<file path="src/rtl/frogger_pkg.sv">
// -----------------------------------------------------------------------------
// frogger_pkg
// Shared definitions for the Frogger playfield logic: scheduler state encoding,
// lane direction / base-speed constants and default screen geometry.
// -----------------------------------------------------------------------------
package frogger_pkg;

    typedef enum logic [2:0] {
        ST_IDLE  = 3'd0,
        ST_WAIT  = 3'd1,
        ST_MOVE  = 3'd2,
        ST_CHECK = 3'd3,
        ST_HIT   = 3'd4,
        ST_WIN   = 3'd5
    } state_e;

    localparam int DEF_TILE_SIZE  = 32;
    localparam int DEF_H_VISIBLE  = 640;
    localparam int DEF_V_VISIBLE  = 480;
    localparam int MAX_CARS       = 4;

    // Even lanes travel right, odd lanes travel left.
    localparam logic DIR_RIGHT = 1'b0;
    localparam logic DIR_LEFT  = 1'b1;

    // Lane n runs at BASE_SPEED_OFS + n (+ level) pixels per movement frame.
    localparam logic [3:0] BASE_SPEED_OFS = 4'd1;

endpackage

</file>
<file path="src/rtl/car_lane_step.sv">
// -----------------------------------------------------------------------------
// car_lane_step
// Combinational next-X for one car: moves X by speed in the given direction
// and wraps horizontally modulo H_VISIBLE_AREA using 11-bit intermediates.
// Ports:
//   x_i      current car X (0 .. H_VISIBLE_AREA-1)
//   speed_i  pixels per step
//   dir_i    DIR_RIGHT / DIR_LEFT
//   x_o      wrapped next X
// -----------------------------------------------------------------------------
module car_lane_step
    import frogger_pkg::*;
#(
    parameter int H_VISIBLE_AREA = DEF_H_VISIBLE
) (
    input  logic [9:0] x_i,
    input  logic [3:0] speed_i,
    input  logic       dir_i,
    output logic [9:0] x_o
);

    localparam logic [10:0] H_MOD = 11'(H_VISIBLE_AREA);

    logic [10:0] x_w;
    logic [10:0] s_w;
    logic [10:0] sum_w;

    always_comb begin
        x_w   = {1'b0, x_i};
        s_w   = {7'b0, speed_i};
        sum_w = x_w + s_w;
        if (dir_i == DIR_RIGHT) begin
            x_o = (sum_w >= H_MOD) ? 10'(sum_w - H_MOD) : 10'(sum_w);
        end else begin
            x_o = (x_w < s_w) ? 10'(x_w + H_MOD - s_w) : 10'(x_w - s_w);
        end
    end

endmodule

</file>
<file path="src/rtl/car_scheduler.sv">
// -----------------------------------------------------------------------------
// car_scheduler
// Frame-synchronous traffic controller: owns car sprite positions, advances
// one car per cycle after every FRAME_DIV-th frame tick, then checks each car
// against the latched frog position and pulses hit or win.
// Optional feature macro: CAR_SPEEDUP_EN (each win raises a 0..7 speed level,
// a hit clears it). Without the macro the level is a constant 0.
// Ports:
//   i_Clk, i_Rst_L            clock, synchronous active-low reset
//   i_Frame_Tick              one-cycle pulse at start of vertical blanking
//   i_Start                   level, starts play from IDLE
//   i_Frog_X, i_Frog_Y        frog top-left corner
//   o_Car_1X..4X, 1Y..4Y      car top-left corners (registered)
//   o_Hit, o_Win              one-cycle result pulses
//   o_State                   current FSM state
//
// state | meaning
// IDLE  | cars frozen, waiting for i_Start
// WAIT  | counting frame ticks up to FRAME_DIV
// MOVE  | stepping car idx, one per cycle
// CHECK | OR overlap of car idx into sticky hit flag
// HIT   | pulse o_Hit, back to IDLE
// WIN   | pulse o_Win, back to IDLE
// -----------------------------------------------------------------------------
module car_scheduler
    import frogger_pkg::*;
#(
    parameter int TILE_SIZE      = DEF_TILE_SIZE,
    parameter int H_VISIBLE_AREA = DEF_H_VISIBLE,
    parameter int V_VISIBLE_AREA = DEF_V_VISIBLE,
    parameter int NB_CARS        = MAX_CARS,
    parameter int FRAME_DIV      = 1
) (
    input  logic       i_Clk,
    input  logic       i_Rst_L,
    input  logic       i_Frame_Tick,
    input  logic       i_Start,
    input  logic [9:0] i_Frog_X,
    input  logic [9:0] i_Frog_Y,
    output logic [9:0] o_Car_1X,
    output logic [9:0] o_Car_2X,
    output logic [9:0] o_Car_3X,
    output logic [9:0] o_Car_4X,
    output logic [9:0] o_Car_1Y,
    output logic [9:0] o_Car_2Y,
    output logic [9:0] o_Car_3Y,
    output logic [9:0] o_Car_4Y,
    output logic       o_Hit,
    output logic       o_Win,
    output logic [2:0] o_State
);

    localparam logic [1:0]  LAST_IDX = 2'(NB_CARS - 1);
    localparam logic [3:0]  FDIV     = 4'(FRAME_DIV);
    localparam logic [10:0] TILE_W   = 11'(TILE_SIZE);

    function automatic logic [9:0] lane_y_f(input int n);
        return 10'(V_VISIBLE_AREA - TILE_SIZE * (n + 2));
    endfunction

    function automatic logic [9:0] reset_x_f(input int n);
        return 10'(n * (H_VISIBLE_AREA / 4));
    endfunction

    state_e     state_q, state_d;
    logic [1:0] idx_q, idx_d;
    logic [3:0] cnt_q, cnt_d;
    logic [9:0] frog_x_q, frog_x_d;
    logic [9:0] frog_y_q, frog_y_d;
    logic       hit_acc_q, hit_acc_d;
    logic       hit_q, hit_d;
    logic       win_q, win_d;
    logic [9:0] car_x_q [MAX_CARS];
    logic [9:0] car_x_d [MAX_CARS];
    logic [2:0] level;

`ifdef CAR_SPEEDUP_EN
    localparam logic [2:0] LVL_MAX = 3'd7;
    logic [2:0] lvl_q, lvl_d;
    assign level = lvl_q;
`else
    assign level = 3'd0;
`endif

    logic [3:0]  speed;
    logic        dir;
    logic [9:0]  step_x;
    logic [10:0] cx, fx, cy, fy, dx, dy;
    logic        overlap;

    assign speed = {2'b00, idx_q} + BASE_SPEED_OFS + {1'b0, level};
    assign dir   = idx_q[0] ? DIR_LEFT : DIR_RIGHT;

    car_lane_step #(
        .H_VISIBLE_AREA (H_VISIBLE_AREA)
    ) u_step (
        .x_i     (car_x_q[idx_q]),
        .speed_i (speed),
        .dir_i   (dir),
        .x_o     (step_x)
    );

    // Overlap ignores horizontal wrap: plain absolute distance on both axes.
    always_comb begin
        cx      = {1'b0, car_x_q[idx_q]};
        fx      = {1'b0, frog_x_q};
        cy      = {1'b0, lane_y_f(int'(idx_q))};
        fy      = {1'b0, frog_y_q};
        dx      = (cx >= fx) ? (cx - fx) : (fx - cx);
        dy      = (cy >= fy) ? (cy - fy) : (fy - cy);
        overlap = (dx < TILE_W) && (dy < TILE_W);
    end

    always_comb begin
        state_d   = state_q;
        idx_d     = idx_q;
        cnt_d     = cnt_q;
        frog_x_d  = frog_x_q;
        frog_y_d  = frog_y_q;
        hit_acc_d = hit_acc_q;
        hit_d     = 1'b0;
        win_d     = 1'b0;
        for (int n = 0; n < MAX_CARS; n++) begin
            car_x_d[n] = car_x_q[n];
        end
`ifdef CAR_SPEEDUP_EN
        lvl_d = lvl_q;
`endif
        case (state_q)
            ST_IDLE: begin
                if (i_Start) begin
                    state_d = ST_WAIT;
                    cnt_d   = 4'd0;
                end
            end
            ST_WAIT: begin
                // Compare one cycle after the counting tick; this sets the
                // MOVE start at T+1 relative to the last tick.
                if (cnt_q == FDIV) begin
                    cnt_d     = 4'd0;
                    frog_x_d  = i_Frog_X;
                    frog_y_d  = i_Frog_Y;
                    idx_d     = 2'd0;
                    hit_acc_d = 1'b0;
                    state_d   = ST_MOVE;
                end else if (i_Frame_Tick) begin
                    cnt_d = cnt_q + 4'd1;
                end
            end
            ST_MOVE: begin
                car_x_d[idx_q] = step_x;
                if (idx_q == LAST_IDX) begin
                    idx_d   = 2'd0;
                    state_d = ST_CHECK;
                end else begin
                    idx_d = idx_q + 2'd1;
                end
            end
            ST_CHECK: begin
                hit_acc_d = hit_acc_q | overlap;
                if (idx_q == LAST_IDX) begin
                    idx_d = 2'd0;
                    if (hit_acc_q | overlap) begin
                        state_d = ST_HIT;
                    end else if (frog_y_q == 10'd0) begin
                        state_d = ST_WIN;
                    end else begin
                        state_d = ST_WAIT;
                    end
                end else begin
                    idx_d = idx_q + 2'd1;
                end
            end
            ST_HIT: begin
                hit_d   = 1'b1;
                state_d = ST_IDLE;
`ifdef CAR_SPEEDUP_EN
                lvl_d = 3'd0;
`endif
            end
            ST_WIN: begin
                win_d   = 1'b1;
                state_d = ST_IDLE;
`ifdef CAR_SPEEDUP_EN
                if (lvl_q != LVL_MAX) begin
                    lvl_d = lvl_q + 3'd1;
                end
`endif
            end
            default: begin
                state_d = ST_IDLE;
            end
        endcase
    end

    always_ff @(posedge i_Clk) begin
        if (!i_Rst_L) begin
            state_q   <= ST_IDLE;
            idx_q     <= 2'd0;
            cnt_q     <= 4'd0;
            frog_x_q  <= 10'd0;
            frog_y_q  <= 10'd0;
            hit_acc_q <= 1'b0;
            hit_q     <= 1'b0;
            win_q     <= 1'b0;
            for (int n = 0; n < MAX_CARS; n++) begin
                car_x_q[n] <= reset_x_f(n);
            end
`ifdef CAR_SPEEDUP_EN
            lvl_q <= 3'd0;
`endif
        end else begin
            state_q   <= state_d;
            idx_q     <= idx_d;
            cnt_q     <= cnt_d;
            frog_x_q  <= frog_x_d;
            frog_y_q  <= frog_y_d;
            hit_acc_q <= hit_acc_d;
            hit_q     <= hit_d;
            win_q     <= win_d;
            for (int n = 0; n < MAX_CARS; n++) begin
                car_x_q[n] <= car_x_d[n];
            end
`ifdef CAR_SPEEDUP_EN
            lvl_q <= lvl_d;
`endif
        end
    end

    assign o_Car_1X = car_x_q[0];
    assign o_Car_2X = car_x_q[1];
    assign o_Car_3X = car_x_q[2];
    assign o_Car_4X = car_x_q[3];
    assign o_Car_1Y = lane_y_f(0);
    assign o_Car_2Y = lane_y_f(1);
    assign o_Car_3Y = lane_y_f(2);
    assign o_Car_4Y = lane_y_f(3);
    assign o_Hit    = hit_q;
    assign o_Win    = win_q;
    assign o_State  = state_q;

endmodule

</file>
<file path="config.mk">
export PLATFORM = sky130hd
export DESIGN_NAME = car_scheduler
export DESIGN_NICKNAME = d
export VERILOG_FILES = /design/src/rtl/frogger_pkg.sv /design/src/rtl/car_lane_step.sv /design/src/rtl/car_scheduler.sv
export SDC_FILE = /design/constraint.sdc
export NUM_CORES = 1
export LEC_CHECK = 0
export ABC_AREA = 1
export BUFFER_PORTS_ARGS = -buffer_cell sky130_fd_sc_hd__buf_4
export CAP_MARGIN = 20
export CORE_MARGIN = 8
export CORE_UTILIZATION = 35
export CTS_CLUSTER_SIZE = 28
export DETAILED_ROUTE_END_ITERATION = 10
export GPL_TIMING_DRIVEN = 0
export PLACE_DENSITY_LB_ADDON = 0.12
export SYNTH_ARGS = -nofsm -noshare
export SYNTH_HDL_FRONTEND = slang
export SYNTH_SLANG_ARGS = --single-unit
</file>
<file path="constraint.sdc">
create_clock -name i_Clk -period 9.7 [get_ports i_Clk]
set_input_delay 0.97 -clock i_Clk [delete_from_list [all_inputs] [get_ports i_Clk]]
set_output_delay 0.97 -clock i_Clk [all_outputs]
set_load 0.02 [all_outputs]
</file>
==> results of run 1 <==
area by class of cell:
| type | count | area share |
|---|---|---|
| Buffer | 64 | 0.0585 |
| Clock buffer | 9 | 0.0296 |
| Clock inverter | 7 | 0.00756 |
| Inverter | 159 | 0.0787 |
| Multi-Input combinational cell | 736 | 0.527 |
| Sequential cell | 74 | 0.194 |
| Tap cell | 229 | 0.0376 |
| Timing Repair Buffer | 68 | 0.0670 |
cells by family (layout without fill, tap and decap cells):
family	Yosys count	count (layout)	share of synthesized area
simple gates	455	455	0.306
fa+ha+maj	63	63	0.129
flops	74	74	0.232
xor+xnor	15	15	0.0205
compound gates	163	163	0.148
buf+inv	223	307	0.163
other cells	2	40	0.00117
worst min-delay path, delay by kind of cell, from the launching register on:
kind / cells / cell delay, ns
DFF: 1 / 0.31
and+or+nand+nor: 1 / 0.06
AOI/OAI and AO/OA: 1 / 0.06
synth_stat cells, types with 2 or more instances:
master / n
a211o_1: 2
a211oi_1: 2
a21oi_1: 69
a32oi_1: 3
buf_2: 5
buf_4: 41
buf_6: 6
clkbuf_1: 11
conb_1: 2
dfxtp_1: 74
fa_1: 5
ha_1: 58
inv_1: 150
inv_2: 7
nand2_1: 277
nand2_2: 11
nand2_4: 3
nand3_1: 76
nand3_2: 7
nand4_1: 8
nor2_1: 59
nor2_2: 4
nor3_1: 4
o211ai_1: 9
o211ai_2: 2
o21a_1: 8
o21ai_0: 44
o21ai_1: 10
o21ai_2: 2
o21bai_1: 9
xnor2_1: 5
xor2_1: 10
state kept, by name, summed over array words and instances (netlist names), named ones only:
register	flops
o_Win	1
car_x_q	40
o_State	3
o_Hit	1
frog_x_q	10
cnt_q	4
hit_acc_q	1
frog_y_q	10
idx_q	2
through the flow:
step	util	cells	hold WS (ns)	setup slack (ns)
after global placement	0.408	1330	0.450	5.86
after floorplan	-	1033	0.441	6.52
after detailed placement	0.408	1330	0.456	5.87
after CTS	0.424	1346	0.466	5.86
final	0.424	1346	0.465	5.85
after global routing	0.424	1346	0.498	5.48
power groups by stage:
stage	clock network [mW]	registers [mW]	logic (mW)
final	0.327	0.391	2.26
after global routing	0.348	0.398	2.58
after CTS	0.338	0.391	2.26
after detailed placement	0	0.398	2.24
after global placement	0	0.398	2.25
after floorplan	0	0.415	1.71
layer usage:
layer	track usage	vias up
met4	0.0490	0
met3	0.0320	18
li1	-	3299
met5	0	-
met1	0.222	2744
met2	0.279	133
worst max path at each step:
stage          depth (start not counted)                          to  slack (ns)                   from
5_1_grt                               19  car_x_q[0][7]$_SDFFE_PN0P_        5.48              flip-flop
2_1_floorplan                         18  car_x_q[0][7]$_SDFFE_PN0P_        6.52  idx_q[0]$_SDFFE_PN0P_
3_3_place_gp                          18  car_x_q[2][7]$_SDFFE_PN0P_        5.86  idx_q[0]$_SDFFE_PN0P_
3_5_place_dp                          18  car_x_q[2][7]$_SDFFE_PN0P_        5.87  idx_q[0]$_SDFFE_PN0P_
6_report                              18  car_x_q[2][7]$_SDFFE_PN0P_        5.85  idx_q[0]$_SDFFE_PN0P_
4_1_cts                               18  car_x_q[0][7]$_SDFFE_PN0P_        5.86  idx_q[0]$_SDFFE_PN0P_
==> impl_metrics.env, run 1 <==
export IMPL_cp_data_required_time_ns=9.96
export IMPL_core_region_area_sq_mm=0.0180
export IMPL_highest_layer="met4"
export IMPL_synthesis_area_sq_mm=0.00639
export IMPL_wirelength_met1_mm=9.14
export IMPL_cp_max_fo=15
export IMPL_wl_met2_mm=8.94
export IMPL_fin_skew_ns=0.0110
export IMPL_n_fill_cell=1987
export IMPL_rr_startpoint="idx_q[0]$_SDFFE_PN0P_"
export IMPL_worst_slew_margin_rel=0.509
export IMPL_cts_tree="yes"
export IMPL_gp_congestion=0.857
export IMPL_dieArea_sq_mm=0.0229
export IMPL_cts_buffer_depth=2
export IMPL_drv_cap=0
export IMPL_path_clk_slew_ns=0.07
export IMPL_worst_setup_path_start_kind="flip-flop"
export IMPL_met3RoutedLength_mm=1.07
export IMPL_power_leakage_nw=4.01
export IMPL_synth_seq_area_share=0.232
export IMPL_rsz0062_at_grt="no"
export IMPL_status="completed"
export IMPL_register_area_sq_mm=0.00148
export IMPL_p_comb_frac=0.759
export IMPL_viasPerCell=4.60
export IMPL_port_buffers=68
export IMPL_root_buffer="clkbuf_16"
export IMPL_grt_pass1_vias=5817
export IMPL_min_delay_path_depth=2
export IMPL_cp_top_family="adder cells"
export IMPL_die_y_um=151
export IMPL_antenna_found_initial=0
export IMPL_slowest_delay_ns=0.52
export IMPL_cts_buffers=9
export IMPL_p_total_mw=2.98
export IMPL_drt_wl_total_mm=19.4
export IMPL_hold_start="hit_acc_q$_SDFFE_PN0P_"
export IMPL_synth_cell_types=44
export IMPL_period_share=0.397
export IMPL_die_w_um=151
export IMPL_post_cts_buffers=0
export IMPL_p_int_mw=1.31
export IMPL_drive_gt1_frac=0.159
export IMPL_wl_per_cell_um=14.4
export IMPL_area_delta_synth_final_pct=19.1
export IMPL_clk_latency_ns=0.35
export IMPL_r2r_cells=18
export IMPL_synth_area_per_cell_sq_um=6.43
export IMPL_grt_overflow=0
export IMPL_vias=6194
export IMPL_min_to="hit_acc_q$_SDFFE_PN0P_"
export IMPL_synth_seq_cells=74
export IMPL_fin_nets=1199
export IMPL_layout_common_cells="nand2_1 (277), inv_1 (150), buf_4 (109)"
export IMPL_grt_pass1_wl_mm=30.4
export IMPL_path_buf_inv=4
export IMPL_cp_cell_sequence="inv_1 -> buf_2 -> ha_1 -> ha_1 -> inv_1 -> ha_1 -> fa_1 -> a21oi_1 -> nor2_1 -> nor2_1 -> o21ai_0 -> or2_2 -> nand3_1 -> nand2_1 -> nand2_1 -> nand3_1 -> nand2_1 -> inv_1"
export IMPL_p_seq_frac=0.131
export IMPL_h_tree_depth=3
export IMPL_clkPwrFrac=0.110
export IMPL_async_reset_ff_frac=0
export IMPL_route_detailed_drc=0
export IMPL_grt_start_max_net_pins=16
export IMPL_io_pins=109
export IMPL_netlist_area_leader_share=0.232
export IMPL_synth_edf_count=0
export IMPL_crit_reg2reg_capture="car_x_q[2][7]$_SDFFE_PN0P_"
export IMPL_finalMaxSlewViolations=0
export IMPL_start_util=0.356
export IMPL_antenna_cells=0
export IMPL_track_usage=0.170
export IMPL_rows=49
export IMPL_place_area_sq_mm=0.00733
export IMPL_drtIter0Drc=309
export IMPL_hp_class="reg2reg"
export IMPL_cp_arrival_ns=4.11
export IMPL_yosys_area_top_type="dfxtp_1"
export IMPL_cts_resized=0
export IMPL_cp_end_kind="flip-flop"
export IMPL_hold_buffers=0
export IMPL_final_common_cell="nand2_1"
export IMPL_critPathKind="reg2reg"
export IMPL_p_sw_frac=0.562
export IMPL_cts_sinks=74
export IMPL_synthTopCellsByArea="dfxtp_1 (23%), nand2_1 (16%), ha_1 (11%)"
export IMPL_multi_input_area_sq_mm=0.00401
export IMPL_final_area_sq_mm=0.00762
export IMPL_first_pass_iters=5
export IMPL_postRouteAntennaNets=0
export IMPL_ir_drop_mv=0.220
export IMPL_syn_inst=995
export IMPL_place_hpwl_mm=15.8
export IMPL_critPathSlowestCell="dfxtp_1"
export IMPL_synth_ff_type="dfxtp_1"
export IMPL_powerDensity_mw_per_mm2=392
export IMPL_finalHoldViolCount=0
export IMPL_yosysWarnings=0
export IMPL_fin_setup_tns_ns=0
export IMPL_r2r_slack_ns=5.85
export IMPL_tightest_slew_ns=0.736
export IMPL_fin_crit_ns=3.85
export IMPL_setup_viol=0
export IMPL_max_freq_mhz=260
export IMPL_switching_power_mw=1.68
No activity file was read; power rests on OpenSTA's default activity.
==> inputs of run 2 (changes only) <==
Clock period 9.7 ns to 3.7 ns, I/O delays scaled along.
==> run 2 against run 1 <==
Effect of this change:
- die area unchanged
- first-iteration DRC count increased by 0.97%
- via count increased by 1.6%
- critical endpoint is now car_x_q[1][9]$_SDFFE_PN0P_
- worst hold slack got worse by 0.16 ns
==> impl_metrics.env, run 2 (synthesis gave the netlist of run 1 again) <==
export IMPL_track_usage=0.170
export IMPL_fin_setup_tns_ns=0
export IMPL_grt_pass1_vias=5819
export IMPL_drv_cap=0
export IMPL_root_buffer="clkbuf_16"
export IMPL_n_fill_cell=1979
export IMPL_wl_per_cell_um=14.5
export IMPL_drive_gt1_frac=0.170
export IMPL_slowest_delay_ns=0.41
export IMPL_dieArea_sq_mm=0.0229
export IMPL_worst_slew_margin_rel=0.570
export IMPL_highest_layer="met4"
export IMPL_met3RoutedLength_mm=1.09
export IMPL_layout_common_cells="nand2_1 (277), inv_1 (149), buf_4 (112)"
export IMPL_critPathKind="reg2reg"
export IMPL_wl_met2_mm=9.05
export IMPL_ir_drop_mv=0.573
export IMPL_tightest_slew_ns=0.646
export IMPL_drt_wl_total_mm=19.5
export IMPL_fin_skew_ns=0.0104
export IMPL_cp_cell_sequence="buf_6 -> buf_2 -> nand2_1 -> a32oi_1 -> inv_1 -> ha_1 -> inv_1 -> ha_1 -> fa_1 -> a21oi_2 -> nor2_1 -> nor2_2 -> o21ai_0 -> nand2_1 -> nand3_1 -> nand2_1 -> o21ai_2 -> nand3_1 -> nand2_1 -> inv_1"
export IMPL_vias=6292
export IMPL_cts_buffer_depth=2
export IMPL_status="completed"
export IMPL_h_tree_depth=3
export IMPL_cp_max_fo=10
export IMPL_finalMaxSlewViolations=0
export IMPL_grt_pass1_wl_mm=30.4
export IMPL_largestRegisters="car_x_q: 40 flops, frog_x_q: 10 flops, frog_y_q: 10 flops"
export IMPL_cts_tree="yes"
export IMPL_grt_overflow=0
export IMPL_gp_congestion=0.857
export IMPL_rows=49
export IMPL_antenna_cells=0
export IMPL_dp_cells=1330
export IMPL_first_pass_iters=5
export IMPL_core_region_area_sq_mm=0.0180
export IMPL_hold_slack_ns=0.304
export IMPL_io_pins=109
export IMPL_max_freq_mhz=290
export IMPL_clk_latency_ns=0.35
export IMPL_drtIter0Drc=312
export IMPL_hp_class="in2reg"
export IMPL_postRouteAntennaNets=0
export IMPL_largest_register_ffs=40
export IMPL_powerDensity_mw_per_mm2=1030
export IMPL_setup_viol=0
export IMPL_fin_nets=1202
export IMPL_area_delta_synth_final_pct=20.7
export IMPL_period_share=0.933
export IMPL_cts_sinks=74
export IMPL_fin_crit_ns=3.45
export IMPL_cp_end_kind="flip-flop"
export IMPL_final_common_cell="nand2_1"
export IMPL_route_detailed_drc=0
export IMPL_final_cells=1349
export IMPL_wirelength_met1_mm=9.15
export IMPL_critPathSlowestCell="a32oi_1"
export IMPL_power_leakage_nw=4.03
export IMPL_viasPerCell=4.66
export IMPL_cts_buffers=9
export IMPL_worst_setup_path_start_kind="flip-flop"
export IMPL_place_hpwl_mm=15.8
export IMPL_path_clk_slew_ns=0.06
export IMPL_start_util=0.356
export IMPL_finalHoldViolCount=0
export IMPL_hold_buffers=0
export IMPL_cp_arrival_ns=3.70
export IMPL_grt_start_max_net_pins=16
export IMPL_port_buffers=68
export IMPL_die_w_um=151
export IMPL_rsz0062_at_grt="no"
export IMPL_die_y_um=151
export IMPL_cp_data_required_time_ns=3.95
export IMPL_largest_register="car_x_q"
export IMPL_antenna_found_initial=0
export IMPL_crit_top_cell="nand2_1"
-- run 2: cell types whose count changed in the layout (fill, tap and decap cells not counted), moves of 2 or more --
cell	delta
a32oi_1	-2
a32oi_4	+2
buf_4	+3
a21oi_1	-2
ha_1	-2
a21oi_2	+2
-- run 2: metal layers --
metal | up-vias | GRT usage
met1 | 2800 | 0.222
met2 | 165 | 0.279
met4 | 0 | 0.0490
li1 | 3309 | -
met5 | - | 0
met3 | 18 | 0.0320
-- run 2: path summary, 6_finish.rpt --
path / from / to / slack [ns] / depth (start not counted)
hold / removal: i_Frog_Y[1] / frog_y_q[1]$_SDFFE_PN0P_ / 0.30 / 3
setup / recovery: flip-flop / car_x_q[1][9]$_SDFFE_PN0P_ / 0.25 / 20
setup reg to reg: flip-flop / car_x_q[1][9]$_SDFFE_PN0P_ / 0.25 / 20
hold reg to reg: hit_acc_q$_SDFFE_PN0P_ / hit_acc_q$_SDFFE_PN0P_ / 0.46 / 2
-- run 2: metrics by stage --
step	power (mW)	worst slack (ns)	area, sq um	utilization
finish	7.91	0.248	7720	0.430
global route	8.81	0.00130	7720	0.430
CTS	7.84	0.00653	7630	0.425
detailed placement	6.92	-0.128	7330	0.408
global placement	6.95	-0.144	7330	0.408
floorplan	5.57	0.515	6540	-
-- run 2: cell type report --
class	instances	area (sq um)	area share
sequential	74	1490	0.192
clock buffer	9	225	0.0292
multi-input combinational	736	4070	0.528
timing repair buffer	71	533	0.0691
clock inverter	7	57.6	0.00746
tap	229	287	0.0371
buffer	64	452	0.0585
inverter	159	603	0.0782
-- run 2: repair_timing --
item	CTS	global route
pin swaps	0	1
setup buffers	0	3
resized for setup	2	14
cloned	0	0
endpoints found under the setup margin	8	17
-- run 2: power by group --
| group | leakage [nW] | internal, mW | total [mW] | switching (mW) |
|---|---|---|---|---|
| clock network | 0.135 | 0.465 | 0.858 | 0.393 |
| logic | 3.30 | 2.10 | 6.02 | 3.92 |
| registers | 0.600 | 0.923 | 1.03 | 0.108 |
| total | 4.03 | 3.49 | 7.91 | 4.42 |
-- run 2: worst max-delay path, delay by kind of cell, from the launching register on --
family / cells / cell delay [ns]
AO/OA/AOI/OAI: 4 / 0.96
adder cells (fa/ha/maj): 3 / 0.65
flip-flops: 1 / 0.33
buffers and inverters: 5 / 0.65
AND/OR/NAND/NOR: 8 / 0.75
==> inputs of run 3 (changes only) <==
Clock period 3.7 ns to 2.8 ns, I/O delays scaled along.
==> run 3 against run 2 <==
Effect of this change:
- via count rose by 6.3%
- the run now ends with setup timing left
- critical path depth unchanged
- sequential share of layout area shrank 2.9 points
- flip-flop and latch count unchanged
- critical endpoint is now car_x_q[0][7]$_SDFFE_PN0P_
==> impl_metrics.env, run 3 (synthesis gave the netlist of run 1 again) <==
export IMPL_period_share=1.07
export IMPL_start_util=0.356
export IMPL_worst_setup_path_start_kind="flip-flop"
export IMPL_die_y_um=151
export IMPL_viasPerCell=4.77
export IMPL_largest_register="car_x_q"
export IMPL_rsz0062_at_grt="yes"
export IMPL_cp_cell_sequence="buf_8 -> nor2_4 -> inv_2 -> a32oi_4 -> buf_12 -> ha_4 -> inv_4 -> ha_4 -> fa_2 -> a21oi_2 -> nor2_2 -> nor2_2 -> o21ai_2 -> or2_4 -> nand3_4 -> nand2_2 -> nand2_2 -> nand3_2 -> nand2_1 -> inv_1"
export IMPL_grt_overflow=0
export IMPL_antenna_cells=0
export IMPL_antenna_found_initial=0
export IMPL_fin_setup_tns_ns=-2.29
export IMPL_max_freq_mhz=334
export IMPL_fin_crit_ns=2.99
export IMPL_min_to="frog_y_q[4]$_SDFFE_PN0P_"
export IMPL_first_pass_iters=5
export IMPL_multi_input_area_sq_mm=0.00490
export IMPL_cts_sinks=74
export IMPL_drive_gt1_frac=0.341
export IMPL_hold_slack_ns=0.216
export IMPL_cp_max_fo=5
export IMPL_die_w_um=151
export IMPL_path_clk_slew_ns=0.06
export IMPL_wirelength_met1_mm=9.82
export IMPL_n_fill_cell=1796
export IMPL_largest_register_ffs=40
export IMPL_critPathKind="reg2reg"
export IMPL_r2r_cells=20
export IMPL_crit_reg2reg_capture="car_x_q[0][7]$_SDFFE_PN0P_"
export IMPL_route_detailed_drc=0
export IMPL_worst_slew_margin_rel=0.259
export IMPL_dieArea_sq_mm=0.0229
export IMPL_drtIter0Drc=388
export IMPL_register_area_sq_mm=0.00150
export IMPL_slowest_delay_ns=0.42
export IMPL_grt_pass1_wl_mm=33.5
export IMPL_setup_viol=22
export IMPL_drv_cap=0
export IMPL_critPathSlowestCell="dfxtp_4"
export IMPL_met3RoutedLength_mm=1.29
export IMPL_gp_congestion=0.876
export IMPL_fin_skew_ns=0.0130
export IMPL_cp_data_required_time_ns=3.05
export IMPL_area_delta_synth_final_pct=42.8
export IMPL_wl_met2_mm=10.2
export IMPL_cts_buffer_depth=2
export IMPL_violations="setup timing"
export IMPL_status="finished with violations"
export IMPL_cts_buffers=9
export IMPL_wl_per_cell_um=15.7
export IMPL_cp_arrival_ns=3.24
export IMPL_rows=49
export IMPL_clk_latency_ns=0.35
export IMPL_hp_class="in2reg"
export IMPL_tightest_slew_ns=1.10
export IMPL_root_buffer="clkbuf_16"
export IMPL_min_delay_path_depth=3
export IMPL_finalMaxSlewViolations=0
export IMPL_core_region_area_sq_mm=0.0180
export IMPL_postRouteAntennaNets=0
export IMPL_path_buf_inv=5
export IMPL_finalHoldViolCount=0
export IMPL_hold_start="i_Frog_Y[4]"
export IMPL_layout_common_cells="nand2_1 (226), buf_4 (155), inv_1 (131)"
export IMPL_largestRegisters="car_x_q: 40 flops, frog_x_q: 10 flops, frog_y_q: 10 flops"
export IMPL_fin_nets=1255
export IMPL_finalWorstSetupSlack_ns=-0.192
export IMPL_grt_start_max_net_pins=16
export IMPL_cts_tree="yes"
export IMPL_h_tree_depth=3
export IMPL_r2r_slack_ns=-0.19
export IMPL_final_common_cell="nand2_1"
export IMPL_io_pins=109
export IMPL_highest_layer="met4"
export IMPL_cp_top_family="simple AND/OR/NAND/NOR gates"
export IMPL_track_usage=0.190
export IMPL_grt_pass1_vias=6301
export IMPL_port_buffers=68
export IMPL_cp_end_kind="flip-flop"
export IMPL_vias=6687
export IMPL_place_area_sq_mm=0.00739
export IMPL_hold_buffers=0
export IMPL_final_area_sq_mm=0.00913
export IMPL_place_hpwl_mm=16.3
export IMPL_fin_util=0.508
export IMPL_drt_wl_total_mm=22.0
run 3: cell types whose count changed in the layout (fill, tap and decap cells not counted), sizes merged:
cell | before | now
inv | 161 | 158
buf | 124 | 177
clkinvlp | 3 | 2
bufinv | 0 | 1
clkinv | 2 | 5
run 3: how the worst max path moves through the flow:
stage	startpoint	end	slack, ns	depth (start not counted)
2_1_floorplan	flip-flop	car_x_q[0][7]$_SDFFE_PN0P_	-0.05	20
6_report	flip-flop	car_x_q[0][7]$_SDFFE_PN0P_	-0.19	20
5_1_grt	flip-flop	car_x_q[0][5]$_SDFFE_PN0P_	-0.35	19
3_5_place_dp	flip-flop	car_x_q[1][9]$_SDFFE_PN0P_	-0.86	21
3_3_place_gp	flip-flop	car_x_q[1][9]$_SDFFE_PN0P_	-0.87	21
4_1_cts	flip-flop	car_x_q[1][9]$_SDFFE_PN0P_	-0.23	21
run 3: final cells by class:
type | count | area share
multi-input combinational | 736 | 0.537
timing repair buffer | 126 | 0.114
sequential | 74 | 0.164
clock inverter | 7 | 0.00850
clock buffer | 9 | 0.0247
tap | 229 | 0.0314
buffer | 62 | 0.0508
inverter | 159 | 0.0699
run 3: routing by layer:
| layer | GRT usage | vias to the layer above |
|---|---|---|
| met5 | 0 | - |
| met1 | 0.246 | 3055 |
| met3 | 0.0415 | 31 |
| met4 | 0.0599 | 0 |
| met2 | 0.307 | 171 |
| li1 | - | 3430 |
run 3: what timing repair did:
| item | 4_1_cts | 5_1_grt |
|---|---|---|
| pin swaps | 47 | 77 |
| gates cloned | 2 | 0 |
| resized for setup | 139 | 101 |
| buffers inserted | 36 | 23 |
| endpoints found under the setup margin | 39 | 35 |
run 3: worst min-delay path: stages:
cell and delay [ns]:
buf_4 0.07, o21ai_0 0.07, a21oi_1 0.10
run 3: through the flow:
step | instances | worst slack, ns
global placement | 1330 | -0.870
global route | 1402 | -0.347
finish | 1402 | -0.192
CTS | 1383 | -0.226
floorplan | 1033 | -0.0456
detailed placement | 1330 | -0.864
Power of run 3 is left out: the tool's default activity adds up to more than one toggle a clock period on the data nets, which glitch-free logic cannot reach.
